===== src/rtl/lcd_hex_display_ctrl_if.sv =====
// Host-side and LCD-pin signal bundle for lcd_hex_display_ctrl.
// master = value source / pin consumer, slave = the controller.
interface lcd_hex_display_ctrl_if;
   logic [31:0] value;
   logic        update;
   logic        ready;
   logic        busy;
   logic [7:0]  lcd_data;
   logic        lcd_rs;
   logic        lcd_rw;
   logic        lcd_en;

   modport master (
      output value, update,
      input  ready, busy, lcd_data, lcd_rs, lcd_rw, lcd_en
   );

   modport slave (
      input  value, update,
      output ready, busy, lcd_data, lcd_rs, lcd_rw, lcd_en
   );
endinterface


===== src/rtl/lcd_hex_display_ctrl.sv =====
// HD44780 8-bit write-only sequencer: power-up init, then redraws line 1 with 8 hex digits.
// Optional macro LCD_HEX_PREFIX_EN adds a "0x" prefix before the digits.
module lcd_hex_display_ctrl #(
   parameter int unsigned PWRUP_CYC    = 750000,
   parameter int unsigned EN_HIGH_CYC  = 12,
   parameter int unsigned CMD_WAIT_CYC = 2000,
   parameter int unsigned CLR_WAIT_CYC = 82000
) (
   input logic             clk,
   input logic             rst,
   lcd_hex_display_ctrl_if.slave bus
);

`ifdef LCD_HEX_PREFIX_EN
   localparam logic [3:0] FRAME_LEN = 4'd11;
   localparam logic [3:0] DIGIT0    = 4'd3;
`else
   localparam logic [3:0] FRAME_LEN = 4'd9;
   localparam logic [3:0] DIGIT0    = 4'd1;
`endif

   localparam int unsigned MAX_AB  = (PWRUP_CYC > EN_HIGH_CYC) ? PWRUP_CYC : EN_HIGH_CYC;
   localparam int unsigned MAX_CD  = (CMD_WAIT_CYC > CLR_WAIT_CYC) ? CMD_WAIT_CYC : CLR_WAIT_CYC;
   localparam int unsigned MAX_CYC = (MAX_AB > MAX_CD) ? MAX_AB : MAX_CD;
   localparam int unsigned CNT_W   = (MAX_CYC > 1) ? $clog2(MAX_CYC) : 1;

   localparam logic [CNT_W-1:0] PWR_LAST = CNT_W'(PWRUP_CYC - 1);
   localparam logic [CNT_W-1:0] EN_LAST  = CNT_W'(EN_HIGH_CYC - 1);
   localparam logic [CNT_W-1:0] CMD_LAST = CNT_W'(CMD_WAIT_CYC - 1);
   localparam logic [CNT_W-1:0] CLR_LAST = CNT_W'(CLR_WAIT_CYC - 1);

   typedef enum logic [2:0] {
      S_PWRUP, S_SETUP, S_EN_HI, S_HOLD, S_WAIT, S_IDLE
   } state_t;

   state_t           state;
   logic [CNT_W-1:0] cnt;
   logic [3:0]       idx;
   logic             in_frame;
   logic             pending;
   logic [31:0]      pend_val;
   logic [31:0]      shreg;
   logic [7:0]       data_q;
   logic             rs_q;
   logic             en_q;
   logic             ready_q;
   logic             busy_q;

   logic [3:0]       nidx;
   logic [7:0]       nxt_byte;
   logic             nxt_rs;
   logic             nxt_done;
   logic             nxt_digit;
   logic [CNT_W-1:0] wait_last;

   function automatic logic [7:0] hex_ascii(input logic [3:0] n);
      return (n < 4'd10) ? (8'h30 + {4'h0, n}) : (8'h37 + {4'h0, n});
   endfunction

   // Init and frame share one write engine; idx/in_frame pick the byte after the current one.
   always_comb begin
      nidx      = idx + 4'd1;
      nxt_byte  = '0;
      nxt_rs    = 1'b0;
      nxt_done  = 1'b0;
      nxt_digit = 1'b0;
      if (in_frame) begin
         nxt_done = (nidx == FRAME_LEN);
         nxt_rs   = 1'b1;
         if (nidx < DIGIT0) begin
            nxt_byte = (nidx == 4'd1) ? 8'h30 : 8'h78;
         end else begin
            nxt_byte  = hex_ascii(shreg[31:28]);
            nxt_digit = 1'b1;
         end
      end else begin
         nxt_done = (nidx == 4'd4);
         case (nidx)
            4'd1:    nxt_byte = 8'h0C;
            4'd2:    nxt_byte = 8'h01;
            default: nxt_byte = 8'h06;
         endcase
      end
      wait_last = (!rs_q && data_q == 8'h01) ? CLR_LAST : CMD_LAST;
   end

   always_ff @(posedge clk or posedge rst) begin
      if (rst) begin
         state    <= S_PWRUP;
         cnt      <= '0;
         idx      <= '0;
         in_frame <= 1'b0;
         pending  <= 1'b0;
         pend_val <= '0;
         shreg    <= '0;
         data_q   <= '0;
         rs_q     <= 1'b0;
         en_q     <= 1'b0;
         ready_q  <= 1'b0;
         busy_q   <= 1'b1;
      end else begin
         if (bus.update && state != S_IDLE) begin
            pending  <= 1'b1;
            pend_val <= bus.value;
         end
         case (state)
            S_PWRUP: begin
               if (cnt == PWR_LAST) begin
                  cnt      <= '0;
                  idx      <= '0;
                  in_frame <= 1'b0;
                  data_q   <= 8'h38;
                  rs_q     <= 1'b0;
                  state    <= S_SETUP;
               end else begin
                  cnt <= cnt + 1'b1;
               end
            end
            S_SETUP: begin
               en_q  <= 1'b1;
               cnt   <= '0;
               state <= S_EN_HI;
            end
            S_EN_HI: begin
               if (cnt == EN_LAST) begin
                  en_q  <= 1'b0;
                  state <= S_HOLD;
               end else begin
                  cnt <= cnt + 1'b1;
               end
            end
            S_HOLD: begin
               cnt   <= '0;
               state <= S_WAIT;
            end
            S_WAIT: begin
               if (cnt == wait_last) begin
                  cnt <= '0;
                  if (nxt_done) begin
                     if (!in_frame) ready_q <= 1'b1;
                     in_frame <= 1'b0;
                     busy_q   <= 1'b0;
                     state    <= S_IDLE;
                  end else begin
                     idx    <= nidx;
                     data_q <= nxt_byte;
                     rs_q   <= nxt_rs;
                     if (nxt_digit) shreg <= {shreg[27:0], 4'h0};
                     state  <= S_SETUP;
                  end
               end else begin
                  cnt <= cnt + 1'b1;
               end
            end
            S_IDLE: begin
               if (bus.update || pending) begin
                  pending  <= 1'b0;
                  shreg    <= bus.update ? bus.value : pend_val;
                  idx      <= '0;
                  in_frame <= 1'b1;
                  data_q   <= 8'h80;
                  rs_q     <= 1'b0;
                  busy_q   <= 1'b1;
                  state    <= S_SETUP;
               end
            end
            default: state <= S_PWRUP;
         endcase
      end
   end

   assign bus.lcd_data = data_q;
   assign bus.lcd_rs   = rs_q;
   assign bus.lcd_rw   = 1'b0;
   assign bus.lcd_en   = en_q;
   assign bus.ready    = ready_q;
   assign bus.busy     = busy_q;

endmodule


===== src/flat_wrapper.sv =====
// flat-port wrapper written by rule: the top's interface ports become plain ports
module lcd_hex_display_ctrl_flat 
#(
   parameter int unsigned PWRUP_CYC    = 750000,
   parameter int unsigned EN_HIGH_CYC  = 12,
   parameter int unsigned CMD_WAIT_CYC = 2000,
   parameter int unsigned CLR_WAIT_CYC = 82000
)
  (clk, rst, bus_value, bus_update, bus_ready, bus_busy, bus_lcd_data, bus_lcd_rs, bus_lcd_rw, bus_lcd_en);
  lcd_hex_display_ctrl_if bus_i ();
  input logic clk;
  input logic rst;
  input wire logic [$bits(bus_i.value)-1:0] bus_value;
  input wire logic [$bits(bus_i.update)-1:0] bus_update;
  output wire logic [$bits(bus_i.ready)-1:0] bus_ready;
  output wire logic [$bits(bus_i.busy)-1:0] bus_busy;
  output wire logic [$bits(bus_i.lcd_data)-1:0] bus_lcd_data;
  output wire logic [$bits(bus_i.lcd_rs)-1:0] bus_lcd_rs;
  output wire logic [$bits(bus_i.lcd_rw)-1:0] bus_lcd_rw;
  output wire logic [$bits(bus_i.lcd_en)-1:0] bus_lcd_en;
  assign bus_i.value = bus_value;
  assign bus_i.update = bus_update;
  assign bus_ready = bus_i.ready;
  assign bus_busy = bus_i.busy;
  assign bus_lcd_data = bus_i.lcd_data;
  assign bus_lcd_rs = bus_i.lcd_rs;
  assign bus_lcd_rw = bus_i.lcd_rw;
  assign bus_lcd_en = bus_i.lcd_en;
  lcd_hex_display_ctrl #(.PWRUP_CYC(PWRUP_CYC), .EN_HIGH_CYC(EN_HIGH_CYC), .CMD_WAIT_CYC(CMD_WAIT_CYC), .CLR_WAIT_CYC(CLR_WAIT_CYC)) u_core (.clk(clk), .rst(rst), .bus(bus_i));
endmodule

===== config.mk =====
export PLATFORM = sky130hd
export DESIGN_NAME = lcd_hex_display_ctrl_flat
export DESIGN_NICKNAME = d
export VERILOG_FILES = /design/src/rtl/lcd_hex_display_ctrl_if.sv /design/src/rtl/lcd_hex_display_ctrl.sv /design/src/flat_wrapper.sv
export SDC_FILE = /design/constraint.sdc
export NUM_CORES = 1
export LEC_CHECK = 0
export BUFFER_PORTS_ARGS = -buffer_cell sky130_fd_sc_hd__buf_2
export CAP_MARGIN = 20
export CORE_MARGIN = 10
export CORE_UTILIZATION = 35
export CTS_BUF_LIST = sky130_fd_sc_hd__clkbuf_8
export DETAILED_ROUTE_END_ITERATION = 12
export GPL_TIMING_DRIVEN = 0
export PLACE_DENSITY_LB_ADDON = 0.3
export SYNTH_ARGS = -nofsm -noshare
export SYNTH_HDL_FRONTEND = slang
export SYNTH_SLANG_ARGS = --single-unit

===== constraint.sdc =====
create_clock -name clk -period 6.17 [get_ports clk]
set_input_delay 1.234 -clock clk [delete_from_list [all_inputs] [get_ports clk]]
set_output_delay 1.234 -clock clk [all_outputs]
set_load 0.05 [all_outputs]

==> qor.txt, run 1 <==
Detailed Route Iter0 Violations = 347
RR Endpoint = u_core.shreg[25]
Synthesized Nets = 555
Clock Skew = 6.50 ps
Static Leak = 2.79 nW
DP Cell Count = 772
Hold Path End = u_core.bus.ready
Hold Crit Depth = 2
Clock Tree Root = clkbuf_8
Initial antenna violation count = 1
Hold path startpoint = u_core.bus.ready
Antenna Cells = 0
Max Root-Sink Buffers = 2
Final period util = 45.0%
Clk network pwr share = 35.1%
Core Area = 0.0154 mm2
Gr ovfl total = 0
Mapped cell area = 0.00554 mm2
Slew Limit Fails = 0
Die X = 146 um
Clk slew on worst S/H paths = 100 ps
Die area = 0.0213 mm2
Syn Inst Count = 515
Reg2reg path depth = 8
I/O pins = 48
Chip Height = 146 um
WL/cell = 15.2 um
Worst-Margin Slew = 831 ps
Max Freq = 360 MHz
Core Rows = 45
Final setup fails = 0
First-pass GRT wire length = 20100 um
Relative max-transition margin = 44.6%
Remaining DRCs = 0
CTS tree = built
Worst path bufs/invs = 1
Crit Path Class = reg -> reg
Sw frac = 24.7%
Seq pwr share = 57.4%
RSZ-0062 raised after global routing = false
Mux contribution to synthesized area = 21.0%
WL final = 12000 um
Sequential area share after synthesis = 47.4%
Async set or reset register ratio after synthesis = 100%
Status = finished, final reports clean
CTS hold repair buffers = 0
Number of distinct library cells after synthesis = 62
Clk_lat worst skew = 380 ps
Cts bufs inserted = 9
# Post-CTS Setup Buffers = 0
Vias in the first global route = 4046
Crit path time final = 2780 ps
Main combinational cell family by area after synthesis = multiplexers
Largest net degree at the start of global routing = 63
Nets = 612
Area share of and/or/nand/nor cells after synthesis = 13.3%
Power per cell area = 201 mW/mm2
Worst-path fanout max = 10
Synth Flop Type = dfrtp_1
CTS Sinks = 105
Synth-to-layout area growth = 13.0%
Number of enable flip-flop cells after synthesis = 0
DR pass1 iterations = 4
Max cap viols = 0
H-tree levels = 3
P_int = 0.946 mW
DRT antenna net count = 0
TNS Setup = 0 ps
Non-Filler Instances = 788
Yosys reg bits = 105
CP startpoint kind = flip-flop
Final HPWL DP = 9000 um
# resized after CTS = 0
Reg2Reg Setup Slack = 3390 ps
Max stage delay cell, worst path = dfrtp_1
Crit path capture type = flip-flop
Initial Utilization = 36.1%
Compound-Gate Fraction of Synth Area = 9.91%
Yosys Warn Count = 0
RD Place Congestion = 0.819
Global-route usage over all layers = 11.3%
WP data required = 6430 ps
Number of vias per cell = 5.04
Max incr delay on CP = 490 ps
IO buf count = 45
Adder-Cell Fraction of Synth Area = 1.13%
Power share of the combinational group = 7.5%
Post-synthesis xor/xnor area fraction = 3.48%
Net Switching = 0.310 mW
CP Cell Sequence = ha_1 -> nor2b_1 -> o2111ai_1 -> o311a_1 -> a31oi_2 -> a211oi_4 -> buf_6 -> mux2_1
Final Hold Viols = 0
Hold Crit Class = reg -> reg
CP delay by family, top = compound AO/OA/AOI/OAI gates
Crit Reg-Reg Startpoint = u_core.idx[0]
Syn Area/Cell = 10.8 um2
Max VDD drop = 0.0000996 V
Worst Path Arrival = 3040 ps
Vias = 3973
Share of cells above drive strength 1 = 24.8%
==> worst reg2reg max path: stages (launching register included) <==
cell	delay, ps
dfrtp_1	490
ha_1	320
nor2b_1	200
o2111ai_1	240
o311a_1	320
a31oi_2	150
a211oi_4	380
buf_6	220
mux2_1	350
==> cell usage after synthesis, drive strengths merged, types with 2 or more instances <==
| library cell | n | area, um2 |
|---|---|---|
| clkbuf | 16 | 61.3 |
| o211ai | 3 | 27.5 |
| xor2 | 12 | 105 |
| buf | 13 | 78.8 |
| nand3 | 15 | 75.1 |
| a311o | 2 | 20.0 |
| a32o | 3 | 30.0 |
| xnor2 | 10 | 87.6 |
| o22ai | 6 | 37.5 |
| dfrtp | 104 | 2600 |
| nand4 | 7 | 43.8 |
| mux2 | 62 | 773 |
| nor2 | 37 | 139 |
| a21oi | 8 | 40.0 |
| a22o | 5 | 43.8 |
| nor3b | 2 | 15.0 |
| mux2i | 38 | 393 |
| nor4 | 6 | 37.5 |
| or4 | 3 | 28.8 |
| nand2 | 57 | 216 |
| nor2b | 4 | 25.0 |
| o31ai | 2 | 15.0 |
| a31oi | 2 | 25.0 |
| and2 | 3 | 20.0 |
| inv | 17 | 63.8 |
| and4 | 2 | 18.8 |
| nor3 | 7 | 35.0 |
| a22oi | 3 | 22.5 |
| ha | 5 | 62.6 |
| o21ai | 36 | 180 |
| and3 | 7 | 43.8 |
==> cell type report <==
class	instances	area (um2)
buffer	29	140
fill	1503	9110
tap	211	264
clock buffer	9	124
multi-input combinational	364	2710
clock inverter	7	76.3
timing repair buffer	46	253
inverter	17	66.3
sequential	105	2630
==> power groups by stage <==
stage / clock [mW] / combinational [mW] / sequential [mW]
final: 0.441 / 0.0936 / 0.721
after detailed placement: 0 / 0.0965 / 0.735
after floorplan: 0 / 0.0633 / 0.733
after global placement: 0 / 0.0904 / 0.734
after CTS: 0.457 / 0.0966 / 0.721
after global routing: 0.481 / 0.106 / 0.724
==> per-stage QoR <==
step	power, mW	utilization (%)	hold WS [ps]	setup slack [ps]	area [um2]
2_1_floorplan	0.797	-	458	2180	5540
3_3_place_gp	0.824	39.3	465	924	6030
3_5_place_dp	0.832	39.4	466	3070	6060
4_1_cts	1.28	40.7	492	3400	6260
5_1_grt	1.31	40.7	518	3300	6260
6_report	1.26	40.7	484	3390	6260
==> state kept, by name, indices dropped and copies added, names as in the netlist <==
signal               flops
u_core.pend_val         32
u_core.shreg            32
u_core.cnt              20
u_core.bus.lcd_data      8
u_core.idx               4
u_core.state             3
u_core.bus.busy          1
u_core.bus.lcd_en        1
u_core.bus.lcd_rs        1
u_core.bus.ready         1
u_core.in_frame          1
u_core.pending           1
==> kinds of logic (layout without fill, tap and decap cells) <==
group	after synthesis	in the layout
and+or+nand+nor	155	155
DFF	105	105
muxes	100	100
AOI/OAI and AO/OA	81	81
buffers and inverters	46	108
xor gates and xnor gates	22	22
adders and majority gates	5	5
other	1	1
==> worst max-delay path by stage <==
stage	from	end	slack [ps]	cells after the start
floorplan	rst	u_core.bus.lcd_data[0]	2180	1
global placement	rst	u_core.bus.lcd_data[2]	920	2
detailed placement	bus_update	u_core.shreg[26]	3070	5
CTS	u_core.idx[0]	u_core.shreg[25]	3400	8
global route	u_core.idx[0]	u_core.shreg[25]	3300	8
finish	u_core.idx[0]	u_core.shreg[25]	3390	8
==> placed cells by master, fill, tap and decap left out, drive strengths merged, types with 2 or more instances in the layout <==
cell type and n:
and2 3, ha 5, a21oi 8, nor3 7, clkinv 2, nor2 37, xor2 12, xnor2 10
nor2b 4, o211ai 3, inv 19, nand4 7, o21ai 36, clkinvlp 2, nor3b 2, nand2 57
mux2i 38, a31oi 2, or4 3, a22o 5, mux2 62, a32o 3, o22ai 6, dfrtp 104
and3 7, nand3 15, and4 2, o31ai 2, nor4 6, a311o 2, clkbuf 25, buf 59
a22oi 3
==> layer usage <==
layer / track usage [%] / vias up / part of all wire [%]
li1: - / 1936 / -
met1: 14.9 / 1959 / 48
met2: 17.7 / 61 / 47
met3: 2.61 / 15 / 3.2
met4: 3.89 / 2 / 1.5
met5: 0 / - / 0.11
(Power assumes the default switching activity.)
==> run 2: changes to the inputs <==
Settings changed: ABC_AREA from default to 1.
Clock period 6.17 ns to 2.3 ns, I/O delays scaled along.
==> run 2 against run 1 <==
Clock power increased to 2.6 times the previous value. Via count increased by 35%. Final cell count increased by 39%. Power increased to 2.6 times the previous value. Synthesized cell count increased by 58%. Core utilization decreased by 0.26 points. Clock skew increased by 9.7 ps. First-iteration DRC count decreased by 14%. Critical path type unchanged.
==> qor.txt, run 2 <==
Status = finished, final reports clean
# Post-CTS Setup Buffers = 0
Reg2reg path depth = 10
Cts bufs inserted = 9
Crit path capture type = flip-flop
CTS Sinks = 105
Max VDD drop = 0.000254 V
Syn Area/Cell = 7.37 um2
Synthesized Nets = 853
Number of distinct library cells after synthesis = 42
Core Rows = 47
Hold Crit Class = in -> async
RD Place Congestion = 0.909
Crit path time final = 2110 ps
RSZ-0062 raised after global routing = false
Initial Utilization = 35.9%
Worst-path fanout max = 10
Max Freq = 473 MHz
Die area = 0.0228 mm2
Remaining DRCs = 0
Vias = 5364
Number of vias per cell = 4.89
Post-Place Cell Area = 0.00657 mm2
Relative max-transition margin = 45.3%
Clock Tree Root = clkbuf_8
Final period util = 91.9%
First-pass GRT wire length = 26900 um
Commonest non-fill, non-tap cells in the layout = 272 x nand2_1, 105 x o21ai_0, 104 x dfrtp_1
Yosys Warn Count = 0
Sequential area share after synthesis = 43.8%
Max Root-Sink Buffers = 2
Max cap viols = 0
Initial antenna violation count = 1
Mapped cell area = 0.00600 mm2
Hold_ws = 196 ps
WL final = 15700 um
Non-Filler Instances = 1097
Clock Skew = 16.2 ps
Static Leak = 3.28 nW
Chip Height = 151 um
CTS tree = built
Reg2Reg Setup Slack = 190 ps
Share of cells above drive strength 1 = 15.1%
DRT antenna net count = 0
Worst-Margin Slew = 818 ps
Clk slew on worst S/H paths = 120 ps
Most common cell after layout, fill and taps aside = nand2_1
Leading registers by flop count = u_core.pend_val x32, u_core.shreg x32, u_core.cnt x20
Fillcell total = 1800
Syn Inst Count = 813
Crit Path Class = reg -> reg
IO buf count = 45
Final Hold Viols = 0
CP startpoint kind = flip-flop
Die X = 151 um
RR Endpoint = u_core.shreg[30]
Top-count cell post-synth = nand2_1
Core Area = 0.0167 mm2
Final HPWL DP = 11800 um
Worst Slack Setup Final = 187 ps
Largest net degree at the start of global routing = 36
Synth-to-layout area growth = 12.8%
WL/cell = 14.3 um
Clk_lat worst skew = 410 ps
Final setup fails = 0
Synth Flop Type = dfrtp_1
Power per cell area = 490 mW/mm2
Number of enable flip-flop cells after synthesis = 0
Vias in the first global route = 5338
Worst Path Arrival = 2470 ps
Detailed Route Iter0 Violations = 298
Slew Limit Fails = 0
Ranking of synthesized cells by area = dfrtp_1 43%, nand2_1 17%, o21ai_0 8.8%
Most frequent cells after synthesis = 272 x nand2_1, 105 x o21ai_0, 104 x dfrtp_1
Async set or reset register ratio after synthesis = 100%
H-tree levels = 3
I/O pins = 48
WP data required = 2650 ps
Final core utilization = 40.5%
DP Cell Count = 1081
Post-synth top area share = 43.4%
Antenna Cells = 0
Pre-CTS setup slack = 166 ps
Crit Reg-Reg Startpoint = u_core.cnt[0]
DR pass1 iterations = 4
Yosys reg bits = 105
Nets = 912
Leading area contributor after synthesis = dfrtp_1
Global-route usage over all layers = 14.4%
Gr ovfl total = 0
Post-route cell area = 0.00676 mm2
run 2: report_power, final:
group | total (mW) | switching [mW] | internal (mW)
sequential | 1.92 | 0.0252 | 1.90
combinational | 0.226 | 0.142 | 0.0837
clock | 1.16 | 0.747 | 0.417
run 2: cell type report:
type | instances | area, um2 | area share (%)
multi-input cells | 587 | 2860 | 42.2
flip-flops and latches | 105 | 2630 | 38.9
inverters | 82 | 313 | 4.63
repair buffers | 48 | 293 | 4.33
well taps | 220 | 275 | 4.07
plain buffers | 39 | 209 | 3.09
clock buffers | 9 | 124 | 1.83
clock inverters | 7 | 62.6 | 0.925
run 2: cells by family after synthesis:
logic type,count (synthesis),share of synthesized area [%]
compound gates,131,11.7
xor+xnor,13,1.90
fa+ha+maj,5,1.04
buf+inv,121,8.64
flops,105,43.8
mux,8,1.50
other cells,1,0.0625
simple gates,429,31.3
run 2: how the worst max path moves through the flow:
stage                           start                to  slack [ps]  depth (start not counted)
3_3_place_gp                      rst     u_core.idx[3]        -240                          2
5_1_grt                 u_core.cnt[0]     u_core.cnt[2]          50                         11
4_1_cts                 u_core.cnt[0]     u_core.cnt[9]         150                         11
3_5_place_dp            u_core.cnt[0]     u_core.cnt[6]         170                         11
6_report                u_core.cnt[0]  u_core.shreg[30]         190                         10
2_1_floorplan  u_core.bus.lcd_data[2]  u_core.shreg[30]         530                         11
run 2: through the flow:
| step | power [mW] | setup TNS [ps] |
|---|---|---|
| floorplan | 2.09 | 0 |
| CTS | 3.35 | 0 |
| global route | 3.46 | 0 |
| finish | 3.31 | 0 |
| detailed placement | 2.19 | 0 |
| global placement | 2.17 | -24470 |
run 2: worst max-delay path, stage by stage (launching register included):
cell,delay (ps)
dfrtp_1,450
ha_2,300
nand3_2,150
clkinv_2,110
nand4_4,80
nor2_4,120
nand3_4,120
a21oi_4,340
buf_6,190
nand4_1,120
nand2_1,90
run 2: metal layers:
metal	GRT usage (%)	vias to the layer above	share of wire, %
li1	-	2743	-
met1	20.0	2507	50
met2	22.2	95	45
met3	3.49	17	4.0
met4	3.51	2	1.2
met5	0	-	0.045
run 2: timing repair:
action / in CTS / in global routing
endpoints found under the setup margin: 0 / 11
hold buffers: 0 / 0
gates resized for setup: 0 / 2
